File: config.mk
export PLATFORM = sky130hd
export DESIGN_NAME = axil_reg_slave
export DESIGN_NICKNAME = d
export VERILOG_FILES = /design/src/rtl/axil_reg_slave.sv
export SDC_FILE = /design/constraint.sdc
export NUM_CORES = 1
export LEC_CHECK = 0
export ABC_AREA = 1
export ABC_CLOCK_PERIOD_IN_PS = 2800
export CAP_MARGIN = 10
export CORE_AREA = 10 10 269 271
export CTS_CLUSTER_DIAMETER = 200
export CTS_CLUSTER_SIZE = 28
export DETAILED_ROUTE_END_ITERATION = 10
export DIE_AREA = 0 0 279 281
export HOLD_SLACK_MARGIN = 0.12
export PLACE_DENSITY = 0.74
export SETUP_SLACK_MARGIN = 0.02
export SYNTH_ARGS = -nofsm -noshare
export SYNTH_HDL_FRONTEND = slang
export SYNTH_SLANG_ARGS = --single-unit
export TNS_END_PERCENT = 100
File: constraint.sdc
create_clock -name clk -period 2.8 [get_ports clk]
set_input_delay 0.56 -clock clk [delete_from_list [all_inputs] [get_ports clk]]
set_output_delay 0.56 -clock clk [all_outputs]
set_load 0.005 [all_outputs]
File: src/rtl/axil_reg_slave.sv
// AXI-lite register bank responder.
// Word 0 returns a fixed ID, word 1 returns the live status input, and
// words 2..NUM_REGS-1 are read/write control registers exported to the
// peripheral logic together with a one-cycle write strobe per word.
module axil_reg_slave #(
   parameter int unsigned NUM_REGS  = 16,
   parameter logic [31:0] BASE_ADDR = 32'h0001_0000,
   parameter logic [31:0] ID_VALUE  = 32'h5256_0001
) (
   input  logic                   clk,
   input  logic                   rstf,
   input  logic [31:0]            s_axi_awaddr,
   input  logic [2:0]             s_axi_awprot,
   input  logic                   s_axi_awvalid,
   output logic                   s_axi_awready,
   input  logic [31:0]            s_axi_wdata,
   input  logic [3:0]             s_axi_wstrb,
   input  logic                   s_axi_wvalid,
   output logic                   s_axi_wready,
   output logic [1:0]             s_axi_bresp,
   output logic                   s_axi_bvalid,
   input  logic                   s_axi_bready,
   input  logic [31:0]            s_axi_araddr,
   input  logic [2:0]             s_axi_arprot,
   input  logic                   s_axi_arvalid,
   output logic                   s_axi_arready,
   output logic [31:0]            s_axi_rdata,
   output logic [1:0]             s_axi_rresp,
   output logic                   s_axi_rvalid,
   input  logic                   s_axi_rready,
   input  logic [31:0]            status_in,
   output logic [NUM_REGS*32-1:0] reg_q,
   output logic [NUM_REGS-1:0]    reg_wr_pulse
);

   localparam int unsigned IDX_W     = $clog2(NUM_REGS);
   localparam logic [31:0] WIN_BYTES = 32'(NUM_REGS * 4);
   localparam logic [1:0]  RESP_OKAY = 2'b00;
   localparam logic [1:0]  RESP_SLV  = 2'b10;

   typedef enum logic [1:0] {W_IDLE, W_HAVE_AW, W_HAVE_W, W_RESP} wstate_t;

   // True when the byte address falls inside the register window.
   function automatic logic addr_hit(input logic [31:0] addr);
      logic [31:0] off;
      off = addr - BASE_ADDR;
      return (off < WIN_BYTES);
   endfunction

   // Word index inside the window; the two byte-offset bits are ignored.
   function automatic logic [IDX_W-1:0] addr_idx(input logic [31:0] addr);
      logic [31:0] off;
      off = addr - BASE_ADDR;
      return off[IDX_W+1:2];
   endfunction

   wstate_t       w_state_q;
   logic          awready_q, wready_q, bvalid_q;
   logic [1:0]    bresp_q;
   logic [31:0]   awaddr_q, wdata_q;
   logic [3:0]    wstrb_q;
   logic [31:0]   regs_q [NUM_REGS];
   logic [NUM_REGS-1:0] pulse_q;

   logic          arready_q, rvalid_q;
   logic [31:0]   rdata_q, rdata_d;
   logic [1:0]    rresp_q, rresp_d;

   logic             aw_hs, w_hs, ar_hs, have_aw, have_w, commit, cm_ok;
   logic [31:0]      cm_addr, cm_data;
   logic [3:0]       cm_strb;
   logic [IDX_W-1:0] cm_idx, rd_idx;
   logic             unused_inputs;

   assign unused_inputs = ^{s_axi_awprot, s_axi_arprot};

   // Write-side handshakes and the merged address/data seen by the commit.
   always_comb begin
      aw_hs   = s_axi_awvalid && awready_q;
      w_hs    = s_axi_wvalid && wready_q;
      have_aw = aw_hs || (w_state_q == W_HAVE_AW);
      have_w  = w_hs || (w_state_q == W_HAVE_W);
      commit  = have_aw && have_w;
      cm_addr = aw_hs ? s_axi_awaddr : awaddr_q;
      cm_data = w_hs ? s_axi_wdata : wdata_q;
      cm_strb = w_hs ? s_axi_wstrb : wstrb_q;
      cm_idx  = addr_idx(cm_addr);
      cm_ok   = addr_hit(cm_addr) && (cm_idx > IDX_W'(1));
   end

   // Write channel FSM: collect AW and W in any order, then hold B until accepted.
   always_ff @(posedge clk or negedge rstf) begin
      if (!rstf) begin
         w_state_q <= W_IDLE;
         awready_q <= 1'b0;
         wready_q  <= 1'b0;
         bvalid_q  <= 1'b0;
         bresp_q   <= RESP_OKAY;
         awaddr_q  <= '0;
         wdata_q   <= '0;
         wstrb_q   <= '0;
      end else begin
         case (w_state_q)
            W_IDLE, W_HAVE_AW, W_HAVE_W: begin
               if (aw_hs) awaddr_q <= s_axi_awaddr;
               if (w_hs) begin
                  wdata_q <= s_axi_wdata;
                  wstrb_q <= s_axi_wstrb;
               end
               if (commit) begin
                  w_state_q <= W_RESP;
                  awready_q <= 1'b0;
                  wready_q  <= 1'b0;
                  bvalid_q  <= 1'b1;
                  bresp_q   <= cm_ok ? RESP_OKAY : RESP_SLV;
               end else if (have_aw) begin
                  w_state_q <= W_HAVE_AW;
                  awready_q <= 1'b0;
                  wready_q  <= 1'b1;
               end else if (have_w) begin
                  w_state_q <= W_HAVE_W;
                  awready_q <= 1'b1;
                  wready_q  <= 1'b0;
               end else begin
                  w_state_q <= W_IDLE;
                  awready_q <= 1'b1;
                  wready_q  <= 1'b1;
               end
            end
            W_RESP: begin
               if (s_axi_bready) begin
                  w_state_q <= W_IDLE;
                  bvalid_q  <= 1'b0;
                  awready_q <= 1'b1;
                  wready_q  <= 1'b1;
               end
            end
            default: w_state_q <= W_IDLE;
         endcase
      end
   end

   // Register bank update with byte enables, plus the per-word write pulse.
   always_ff @(posedge clk or negedge rstf) begin
      if (!rstf) begin
         for (int i = 0; i < NUM_REGS; i++) regs_q[i] <= '0;
         pulse_q <= '0;
      end else begin
         pulse_q <= '0;
         if (commit && cm_ok) begin
            for (int b = 0; b < 4; b++) begin
               if (cm_strb[b]) regs_q[cm_idx][8*b +: 8] <= cm_data[8*b +: 8];
            end
            if (cm_strb != 4'b0000) pulse_q[cm_idx] <= 1'b1;
         end
      end
   end

   // Read data source selection for the address presented on AR.
   always_comb begin
      rd_idx  = addr_idx(s_axi_araddr);
      rdata_d = '0;
      rresp_d = RESP_SLV;
      if (addr_hit(s_axi_araddr)) begin
         rresp_d = RESP_OKAY;
         if (rd_idx == '0)             rdata_d = ID_VALUE;
         else if (rd_idx == IDX_W'(1)) rdata_d = status_in;
         else                          rdata_d = regs_q[rd_idx];
      end
   end

   // Read channel: capture data on AR, hold it until R is accepted.
   always_ff @(posedge clk or negedge rstf) begin
      if (!rstf) begin
         arready_q <= 1'b0;
         rvalid_q  <= 1'b0;
         rdata_q   <= '0;
         rresp_q   <= RESP_OKAY;
      end else if (ar_hs) begin
         arready_q <= 1'b0;
         rvalid_q  <= 1'b1;
         rdata_q   <= rdata_d;
         rresp_q   <= rresp_d;
      end else if (rvalid_q && s_axi_rready) begin
         arready_q <= 1'b1;
         rvalid_q  <= 1'b0;
      end else if (!rvalid_q) begin
         arready_q <= 1'b1;
      end
   end

   assign ar_hs = s_axi_arvalid && arready_q;

   assign s_axi_awready = awready_q;
   assign s_axi_wready  = wready_q;
   assign s_axi_bvalid  = bvalid_q;
   assign s_axi_bresp   = bresp_q;
   assign s_axi_arready = arready_q;
   assign s_axi_rvalid  = rvalid_q;
   assign s_axi_rdata   = rdata_q;
   assign s_axi_rresp   = rresp_q;
   assign reg_wr_pulse  = pulse_q;

   for (genvar g = 0; g < NUM_REGS; g++) begin : g_export
      assign reg_q[32*g +: 32] = regs_q[g];
   end

endmodule

==> impl_metrics.json, run 1 <==
{
  "via_per_inst": 5.80,
  "max_stage_delay_ns": 0.51,
  "cp_slowest_cell": "dfrtp_2",
  "crit_fanout": 8,
  "dr.pass1.iters": 6,
  "wirelength_um": 134000,
  "grt_util_all_layers_pct": 32.5,
  "die_h_um": 281,
  "avgSynthCellArea_um2": 8.04,
  "placed_cell_area_um2": 40400,
  "synth_area_um2": 30200,
  "clkTransAtPathRegs_ns": 0.11,
  "preCtsSetupSlack_ns": -0.471,
  "crit_arrival_ns": 3.20,
  "drive_gt1_share_pct": 11.1,
  "swShare_pct": 38.7,
  "finalHoldViolCount": 0,
  "nets": 4641,
  "muxShareOfSynthArea_pct": 0.0747,
  "cts_buffer_depth": 3,
  "grt_overflow_total": 0,
  "seq_area_frac_synth_pct": 52.7,
  "setup_violations": 0,
  "p_sw_mw": 9.09,
  "initial_core_util_pct": 45.2,
  "synth_top_family_by_area": "simple AND/OR/NAND/NOR gates",
  "route.detailed.drc": 0,
  "min_period_ns": 2.69,
  "grt_pass1_wl_um": 194000,
  "dieArea_um2": 78400,
  "synth_xor_area_share_pct": 0.0290,
  "num_vias": 31200,
  "tightest_slew_ns": 0.819,
  "ff2ff_setup_slack_ns": 0.11,
  "endpoint_kind": "flop",
  "synth_compound_area_share_pct": 8.89,
  "io_pins": 714,
  "fmax_mhz": 372,
  "h-tree-depth": 1,
  "path_class": "reg2reg",
  "wl_per_cell_um": 24.9,
  "slew_headroom_pct": 45.3,
  "cts_tree": "done",
  "final_area_um2": 41600,
  "grt_start_max_net_pins": 81,
  "status": "finished clean",
  "total_power_mw": 23.5,
  "root_buffer": "clkbuf_16",
  "synth_fa_ha_area_share_pct": 0,
  "hpwl_um": 99500,
  "internal-power_mw": 14.4,
  "worstSetupStartpointType": "flop",
  "power_frac_clock_pct": 20.1,
  "crit_required_ns": 3.31,
  "finalCritPeriodShare_pct": 96.1,
  "ir_drop_v": 0.000569,
  "die_w_um": 279,
  "fp-row-count": 95,
  "cts.sinks": 635,
  "pwr-share-comb_pct": 37.6,
  "skew_ns": 0.0470,
  "final_util_pct": 62.3,
  "gp_congestion": 0.972,
  "finalNonFillerCells": 5378,
  "synthToLayoutAreaGrowth_pct": 38.0,
  "core_um2": 66800,
  "fillers": 5770,
  "port_buffers": 701,
  "path_cells": "buf_6 > clkbuf_16 > nand3_2 > nand2_1 > nor2_1 > nand2_1 > nor2_2 > nand2_1 > nor2_2 > nand2_2 > nor2_4 > buf_6 > buf_12 > buf_12 > nand4_4 > nand2_2 > nand2_2",
  "yosys.area_share.simple_pct": 32.3,
  "antenna_found_initial": 9,
  "cts_buffers": 26,
  "grt_pass1_vias": 29600,
  "power.share.sequential_pct": 42.3,
  "syn_inst": 3753,
  "rsz0062_at_grt": "true",
  "fin_ws_ns": 0.109,
  "powerDensity_nw_per_um2": 565,
  "clock_latency_ns": 0.65,
  "ant_nets": 0,
  "finalMaxSlewViolations": 0,
  "place_inst": 5322,
  "hold_path.class": "reg2reg",
  "drv_cap": 0,
  "yosysWarningCount": 0,
  "ys_ff_latch": 635,
  "p_leak_nw": 20.1,
  "drt_iter0_markers": 3724,
  "synthDistinctLibCells": 41
}
==> routing by layer <==
metal  wire [um]  up-vias  track usage (%)
li1            -    13800                -
met1       52000    15100             42.0
met2       59700     1977             49.4
met3       15100      331             9.89
met4        6890        0             15.0
met5           0        -                0
==> cells in the final DEF, fill, tap and decap left out, drive strengths merged, types with 42 or more instances in the layout <==
master / n
nand4: 58
nand3: 550
clkdlybuf4s50: 695
a22oi: 42
nor2: 203
nand2: 1411
o21ai: 268
dfrtp: 635
buf: 337
inv: 86
==> flip-flops by register name (all words and copies together) (netlist names) <==
register / cells
s_axi_bvalid: 1
s_axi_arready: 1
s_axi_rresp: 1
s_axi_rdata: 32
s_axi_awready: 1
w_state_q: 2
awaddr_q: 30
reg_wr_pulse: 16
reg_q: 512
s_axi_rvalid: 1
wstrb_q: 4
wdata_q: 32
s_axi_bresp: 1
s_axi_wready: 1
==> cell families after synthesis <==
| logic type | Yosys count |
|---|---|
| compound gates | 452 |
| xor+xnor | 1 |
| buf+inv | 416 |
| flops | 635 |
| mux | 1 |
| other cells | 1 |
| simple gates | 2247 |
==> through the flow <==
step	hold WS, ns	setup TNS [ns]
finish	0.383	0
global route	0.398	-0.457
CTS	0.389	0
detailed placement	0.364	-174.95
global placement	0.364	-155.79
floorplan	0.264	0
==> synthesized netlist by cell type, drive strengths merged <==
cell / instances / share of area, %
conb: 1 / 0.012
o2bb2ai: 32 / 0.93
xor2: 1 / 0.029
o211ai: 28 / 0.70
nand4: 58 / 2.2
buf: 95 / 2.0
nand2: 1409 / 18
dfrtp: 635 / 53
nand3b: 2 / 0.050
nor3: 18 / 0.46
mux2i: 1 / 0.075
inv: 85 / 1.1
o21a: 1 / 0.025
o2111ai: 26 / 0.76
clkbuf: 234 / 2.9
a31oi: 15 / 0.31
o21bai: 1 / 0.025
o21ai: 268 / 4.5
or2: 5 / 0.10
nor4: 2 / 0.041
nand3: 550 / 9.2
a21oi: 39 / 0.65
nor2: 203 / 2.6
clkinv: 2 / 0.025
a22oi: 42 / 1.0
==> layout make-up <==
| cell class | instances | area, um^2 | share of cell area, % |
|---|---|---|---|
| Antenna cell | 9 | 22.5 | 0.0541 |
| Clock buffer | 26 | 651 | 1.56 |
| Clock inverter | 2 | 27.5 | 0.0661 |
| Inverter | 87 | 335 | 0.805 |
| Multi-Input combinational cell | 2707 | 12800 | 30.7 |
| Sequential cell | 635 | 15900 | 38.2 |
| Tap cell | 873 | 1090 | 2.62 |
| Timing Repair Buffer | 1039 | 10800 | 26.0 |
==> repair_timing <==
action | 4_1_cts | 5_1_grt
endpoints found under the hold margin | 45 | 0
hold buffers | 1 | 0
resized for setup | 0 | 69
buffers inserted | 0 | 10
endpoints found under the setup margin | 0 | 431
==> critical path: cells and delay by family (launching register included) <==
| family | cells | cell delay, ns |
|---|---|---|
| buf+inv | 5 | 0.75 |
| flops | 1 | 0.51 |
| simple gates | 12 | 1.23 |
==> worst paths after layout <==
path / startpoint / to / depth (start not counted)
max in group asynchronous: rstf / reg_q[189] / 3
worst min register to register: reg_q[51] / reg_q[51] / 0
min in group asynchronous: rstf / reg_q[36] / 2
worst max register to register: s_axi_awready / reg_q[162] / 17
worst min-delay path: reg_q[51] / reg_q[51] / 0
worst max-delay path: s_axi_awready / reg_q[162] / 17
==> power groups by stage <==
| stage | Sequential (mW) | Clock (mW) | Combinational [mW] |
|---|---|---|---|
| floorplan | 10.0 | 0 | 3.96 |
| global placement | 10.1 | 0 | 8.16 |
| detailed placement | 10.1 | 0 | 8.29 |
| CTS | 9.91 | 4.79 | 8.32 |
| global route | 9.99 | 5.04 | 9.46 |
| finish | 9.94 | 4.72 | 8.85 |
Note: power is estimated with default switching activity, not from simulation.
==> run 2: changes to the inputs <==
--- a/config.mk
+++ b/config.mk
@@ -8,13 +8,16 @@
 export ABC_AREA = 1
 export ABC_CLOCK_PERIOD_IN_PS = 2800
 export CAP_MARGIN = 10
-export CORE_AREA = 10 10 269 271
+export CELL_PAD_IN_SITES_DETAIL_PLACEMENT = 1
+export CELL_PAD_IN_SITES_GLOBAL_PLACEMENT = 2
+export CORE_ASPECT_RATIO = 1.1
+export CORE_MARGIN = 10
+export CORE_UTILIZATION = 29
 export CTS_CLUSTER_DIAMETER = 200
 export CTS_CLUSTER_SIZE = 28
 export DETAILED_ROUTE_END_ITERATION = 10
-export DIE_AREA = 0 0 279 281
 export HOLD_SLACK_MARGIN = 0.12
-export PLACE_DENSITY = 0.74
+export PLACE_DENSITY_LB_ADDON = 0.1
 export SETUP_SLACK_MARGIN = 0.02
 export SYNTH_ARGS = -nofsm -noshare
 export SYNTH_HDL_FRONTEND = slang
==> run 2 against run 1 <==
Effect of this change: non-clock buffer count rose by 17; wire length grew 17%; total power is 2.9% higher; clock power increased by 4.9%; critical path type unchanged; first-iteration DRC count fell by 41%; critical path depth is 2 lower; fmax grew 3.3%.
==> impl_metrics.json, run 2 (synthesized netlist as in run 1, its figures left out) <==
{
  "crit_arrival_ns": 3.20,
  "rsz0062_at_grt": "true",
  "h-tree-depth": 1,
  "grt_pass1_wl_um": 225000,
  "setup_violations": 0,
  "cts_buffer_depth": 3,
  "endpoint": "reg_q[172]",
  "io_pins": 714,
  "endpoint_kind": "flop",
  "fin_ws_ns": 0.195,
  "final_cell_mix": "1398 x nand2_1, 695 x clkdlybuf4s50_1, 634 x dfrtp_1, 542 x nand3_1, 248 x buf_4",
  "num_vias": 29900,
  "die_w_um": 327,
  "die_h_um": 358,
  "root_buffer": "clkbuf_16",
  "via_per_inst": 5.06,
  "wl_per_cell_um": 26.5,
  "drv_cap": 0,
  "hold_path.class": "reg2reg",
  "reg2reg_depth": 15,
  "largest_reg_flops": 512,
  "synthToLayoutAreaGrowth_pct": 40.4,
  "grt_pass1_vias": 30800,
  "path_class": "reg2reg",
  "ff2ff_setup_slack_ns": 0.19,
  "slew_headroom_pct": 39.9,
  "min_period_ns": 2.61,
  "ir_drop_v": 0.000670,
  "grt_util_all_layers_pct": 25.6,
  "nets": 4658,
  "cts.sinks": 635,
  "rr_startpoint": "s_axi_awready",
  "cts_tree": "done",
  "cts_buffers": 26,
  "worstSetupStartpointType": "flop",
  "final_common_cell": "nand2_1",
  "worstSetupStartpoint": "s_axi_awready",
  "grt_start_max_net_pins": 96,
  "status": "finished clean",
  "clkTransAtPathRegs_ns": 0.12,
  "finalHoldViolCount": 0,
  "clock_latency_ns": 0.65,
  "p_leak_nw": 20.2,
  "finalCritPeriodShare_pct": 93.0,
  "preCtsSetupSlack_ns": -0.563,
  "wirelength_um": 156000,
  "grt_overflow_total": 0,
  "crit_fanout": 18,
  "skew_ns": 0.0275,
  "r2r-end": "reg_q[172]",
  "route.detailed.drc": 0,
  "fp-row-count": 124,
  "crit_required_ns": 3.39,
  "gp_congestion": 0.834,
  "dieArea_um2": 117000,
  "port_buffers": 701,
  "hpwl_um": 120000,
  "ant_nets": 0,
  "tightest_slew_ns": 0.892,
  "finalMaxSlewViolations": 0,
  "initial_core_util_pct": 29.1,
  "drive_gt1_share_pct": 10.8,
  "dr.pass1.iters": 5,
  "fmax_mhz": 384,
  "antenna_found_initial": 2,
  "core_um2": 104000,
  "powerDensity_nw_per_um2": 571,
  "final_util_pct": 40.9,
  "drt_iter0_markers": 2188
}
-- run 2: cell types whose count changed in the layout (fill, tap and decap cells not counted), moves of 3 or more --
cell	before	now
nand3_2	18	7
diode_2	9	3
nor2_4	16	22
nand2_1	1384	1398
nand3_1	530	542
nand2_2	21	9
nor2_2	16	8
buf_4	236	248
buf_12	92	97
buf_6	6	9
-- run 2: metrics by stage --
step	power [mW]	hold WS [ns]	cell area (um^2)	TNS, ns	cells
global route	25.5	0.398	42300	-0.0720	5900
CTS	24.3	0.393	42100	0	5891
global placement	19.1	0.364	41400	-214.80	5862
floorplan	14.0	0.264	30200	0	3756
finish	24.2	0.386	42300	0	5902
detailed placement	19.3	0.366	41400	-236.28	5862
-- run 2: layout make-up --
class                           count  area (um^2)
Clock inverter                      1         11.3
Inverter                           87          337
Clock buffer                       27          676
Sequential cell                   635        15900
Antenna cell                        3         7.51
Fill cell                       12300        61300
Timing Repair Buffer             1056        11000
Multi-Input combinational cell   2707        12700
Tap cell                         1386         1730
-- run 2: power by group --
part / internal [mW] / switching (mW) / total [mW]
registers: 9.68 / 0.270 / 9.95
clock network: 1.75 / 3.20 / 4.95
logic: 3.18 / 6.12 / 9.30
-- run 2: routing by layer --
metal	up-vias	global-route usage, %	routed length [um]
met2	803	41.8	72400
li1	13800	-	-
met4	2	4.99	3150
met3	111	6.12	11000
met1	15100	34.2	69800
met5	-	0	13
-- run 2: repair_timing --
item / 4_1_cts / 5_1_grt
gates resized for setup: 0 / 40
hold buffers: 1 / 0
endpoints found under the hold margin: 33 / 0
setup buffers: 0 / 4
endpoints found under the setup margin: 0 / 459
-- run 2: worst min-delay path by stage --
stage,from,end,slack (ns),cells after the start
global placement,reg_q[63],reg_q[63],0.36,0
global route,reg_q[63],reg_q[63],0.40,0
floorplan,rstf,awaddr_q[10],0.26,0
detailed placement,reg_q[60],reg_q[60],0.37,0
finish,reg_q[62],reg_q[62],0.39,0
CTS,reg_q[63],reg_q[63],0.39,0
-- run 2: critical path: stages, from the launching register on --
cell	delay [ns]
dfrtp_4	0.61
buf_12	0.19
nand3_1	0.10
nand2_1	0.08
nor2_2	0.12
nand2_2	0.08
nor2_2	0.11
buf_4	0.12
nand3_1	0.09
nor2_2	0.15
nand3_4	0.18
nor2_4	0.15
buf_12	0.19
buf_12	0.17
nand3_1	0.08
nand2_1	0.07
==> run 3: changes to the inputs <==
--- a/config.mk
+++ b/config.mk
@@ -18,7 +18,6 @@
 export DETAILED_ROUTE_END_ITERATION = 10
 export HOLD_SLACK_MARGIN = 0.12
 export PLACE_DENSITY_LB_ADDON = 0.1
-export SETUP_SLACK_MARGIN = 0.02
 export SYNTH_ARGS = -nofsm -noshare
 export SYNTH_HDL_FRONTEND = slang
 export SYNTH_SLANG_ARGS = --single-unit
==> run 3 against run 2 <==
Effect of this change: count of clock-buffer cells in the layout did not move; clock power barely moved; sequential share of layout area rose by 0.19 points; combinational power fell by 1%; largest cell class unchanged.
==> impl_metrics.json, run 3 (synthesized netlist as in run 1, its figures left out) <==
{
  "status": "finished clean",
  "finalCritPeriodShare_pct": 91.7,
  "skew_ns": 0.0324,
  "dr.pass1.iters": 5,
  "reg2reg_depth": 14,
  "grt_overflow_total": 0,
  "final_area_um2": 42100,
  "cts_buffer_depth": 3,
  "final_cell_mix": "1403 x nand2_1, 695 x clkdlybuf4s50_1, 634 x dfrtp_1, 548 x nand3_1, 254 x buf_4",
  "h-tree-depth": 1,
  "rsz0062_at_grt": "true",
  "synthToLayoutAreaGrowth_pct": 39.7,
  "cts_tree": "done",
  "slew_headroom_pct": 39.3,
  "hold_path.class": "reg2reg",
  "preCtsSetupSlack_ns": -0.563,
  "crit_arrival_ns": 3.16,
  "route.detailed.drc": 0,
  "cts.sinks": 635,
  "ant_nets": 0,
  "core_um2": 104000,
  "port_buffers": 701,
  "io_pins": 714,
  "total_power_mw": 24.0,
  "setup_violations": 0,
  "finalHoldViolCount": 0,
  "fp-row-count": 124,
  "die_w_um": 327,
  "power_frac_clock_pct": 20.6,
  "antenna_found_initial": 2,
  "swShare_pct": 39.6,
  "final_common_cell": "nand2_1",
  "clock_latency_ns": 0.65,
  "r2r-end": "reg_q[172]",
  "endpoint_kind": "flop",
  "worstSetupStartpointType": "flop",
  "fin_ws_ns": 0.231,
  "power.share.sequential_pct": 41.3,
  "ff2ff_setup_slack_ns": 0.23,
  "tightest_slew_ns": 0.900,
  "finalNonFillerCells": 5895,
  "cts_buffers": 26,
  "holdPathStages": 0,
  "largest_reg_flops": 512,
  "ir_drop_v": 0.000603,
  "min_to": "reg_q[62]",
  "hold_start": "reg_q[62]",
  "powerDensity_nw_per_um2": 571,
  "p_sw_mw": 9.52,
  "die_h_um": 358,
  "gp_congestion": 0.834,
  "fin_tns_setup_ns": 0,
  "via_per_inst": 5.05,
  "route.met3.wl_um": 10400,
  "wl_met1_um": 70000,
  "p_leak_nw": 20.1,
  "num_vias": 29800,
  "pwr-share-comb_pct": 38.1,
  "grt_util_all_layers_pct": 25.6,
  "nets": 4652,
  "dieArea_um2": 117000,
  "initial_core_util_pct": 29.1,
  "grt_pass1_wl_um": 225000,
  "routed.top_layer": "met5",
  "wirelength_um": 156000,
  "internal-power_mw": 14.5,
  "fmax_mhz": 389,
  "drive_gt1_share_pct": 10.4,
  "hpwl_um": 120000,
  "placed_cell_area_um2": 41400,
  "rr_startpoint": "s_axi_awready",
  "place_inst": 5862,
  "drt_iter0_markers": 2206,
  "finalMaxSlewViolations": 0,
  "min_period_ns": 2.57,
  "root_buffer": "clkbuf_16",
  "dr_wl_met2_um": 72100,
  "drv_cap": 0,
  "path_class": "reg2reg",
  "wl_per_cell_um": 26.4,
  "crit_required_ns": 3.39,
  "grt_pass1_vias": 30800,
  "crit_fanout": 18,
  "clkTransAtPathRegs_ns": 0.12,
  "grt_start_max_net_pins": 96
}
## run 3: cell count changes in the layout (fill, tap and decap cells not counted), sizes merged
cell,before,now
nand2,1411,1410
buf,357,354
diode,3,2
clkbuf,29,27
## run 3: what timing repair did
action	in CTS	in global routing
buffers inserted	0	1
resized for setup	0	10
endpoints found under the setup margin	0	450
hold buffers	1	0
endpoints found under the hold margin	33	0
## run 3: area by class of cell
type	instances	area (um^2)
diodes	2	5.00
well taps	1386	1730
fillers	12300	61500
repair buffers	1051	10800
inverters	87	337
multi-input cells	2706	12600
clock buffers	27	676
flip-flops and latches	635	15900
clock inverters	1	11.3
## run 3: power groups by stage
stage	combinational (mW)	clock (mW)	sequential, mW
3_5_place_dp	9.16	0	10.1
3_3_place_gp	9.04	0	10.1
6_report	9.17	4.94	9.93
4_1_cts	9.18	5.16	9.92
5_1_grt	9.89	5.43	9.99
2_1_floorplan	3.96	0	10.0
## run 3: per-stage QoR
| step | utilization (%) | hold slack [ns] |
|---|---|---|
| after floorplan | - | 0.264 |
| after global placement | 39.9 | 0.364 |
| after detailed placement | 39.9 | 0.366 |
| after CTS | 40.6 | 0.393 |
| after global routing | 40.6 | 0.398 |
| final | 40.6 | 0.386 |
## run 3: worst max-delay path, stage by stage, from the launching register on
cell     delay (ns)
dfrtp_2        0.56
buf_6          0.21
nand3_1        0.14
nand2_1        0.16
nand3_1        0.11
nor2_1         0.14
nand3_1        0.10
nand2_1        0.10
buf_4          0.13
nand3_4        0.16
nor2_4         0.15
buf_12         0.19
buf_12         0.18
nand3_1        0.08
nand2_1        0.07
## run 3: how the worst max path moves through the flow
stage / slack (ns) / cells past startpoint / endpoint / start
after floorplan: 0.41 / 16 / reg_q[176] / s_axi_awvalid
after global placement: -0.52 / 15 / reg_q[234] / s_axi_awvalid
after detailed placement: -0.56 / 15 / reg_q[71] / s_axi_awvalid
after CTS: 0.05 / 15 / reg_q[239] / s_axi_awready
after global routing: -0.02 / 17 / reg_q[461] / s_axi_awready
final: 0.23 / 14 / reg_q[172] / s_axi_awready
## run 3: routing by layer
metal | up-vias | GRT usage (%)
li1 | 13800 | -
met1 | 15100 | 34.2
met2 | 760 | 41.8
met3 | 113 | 6.12
met4 | 2 | 4.99
met5 | - | 0
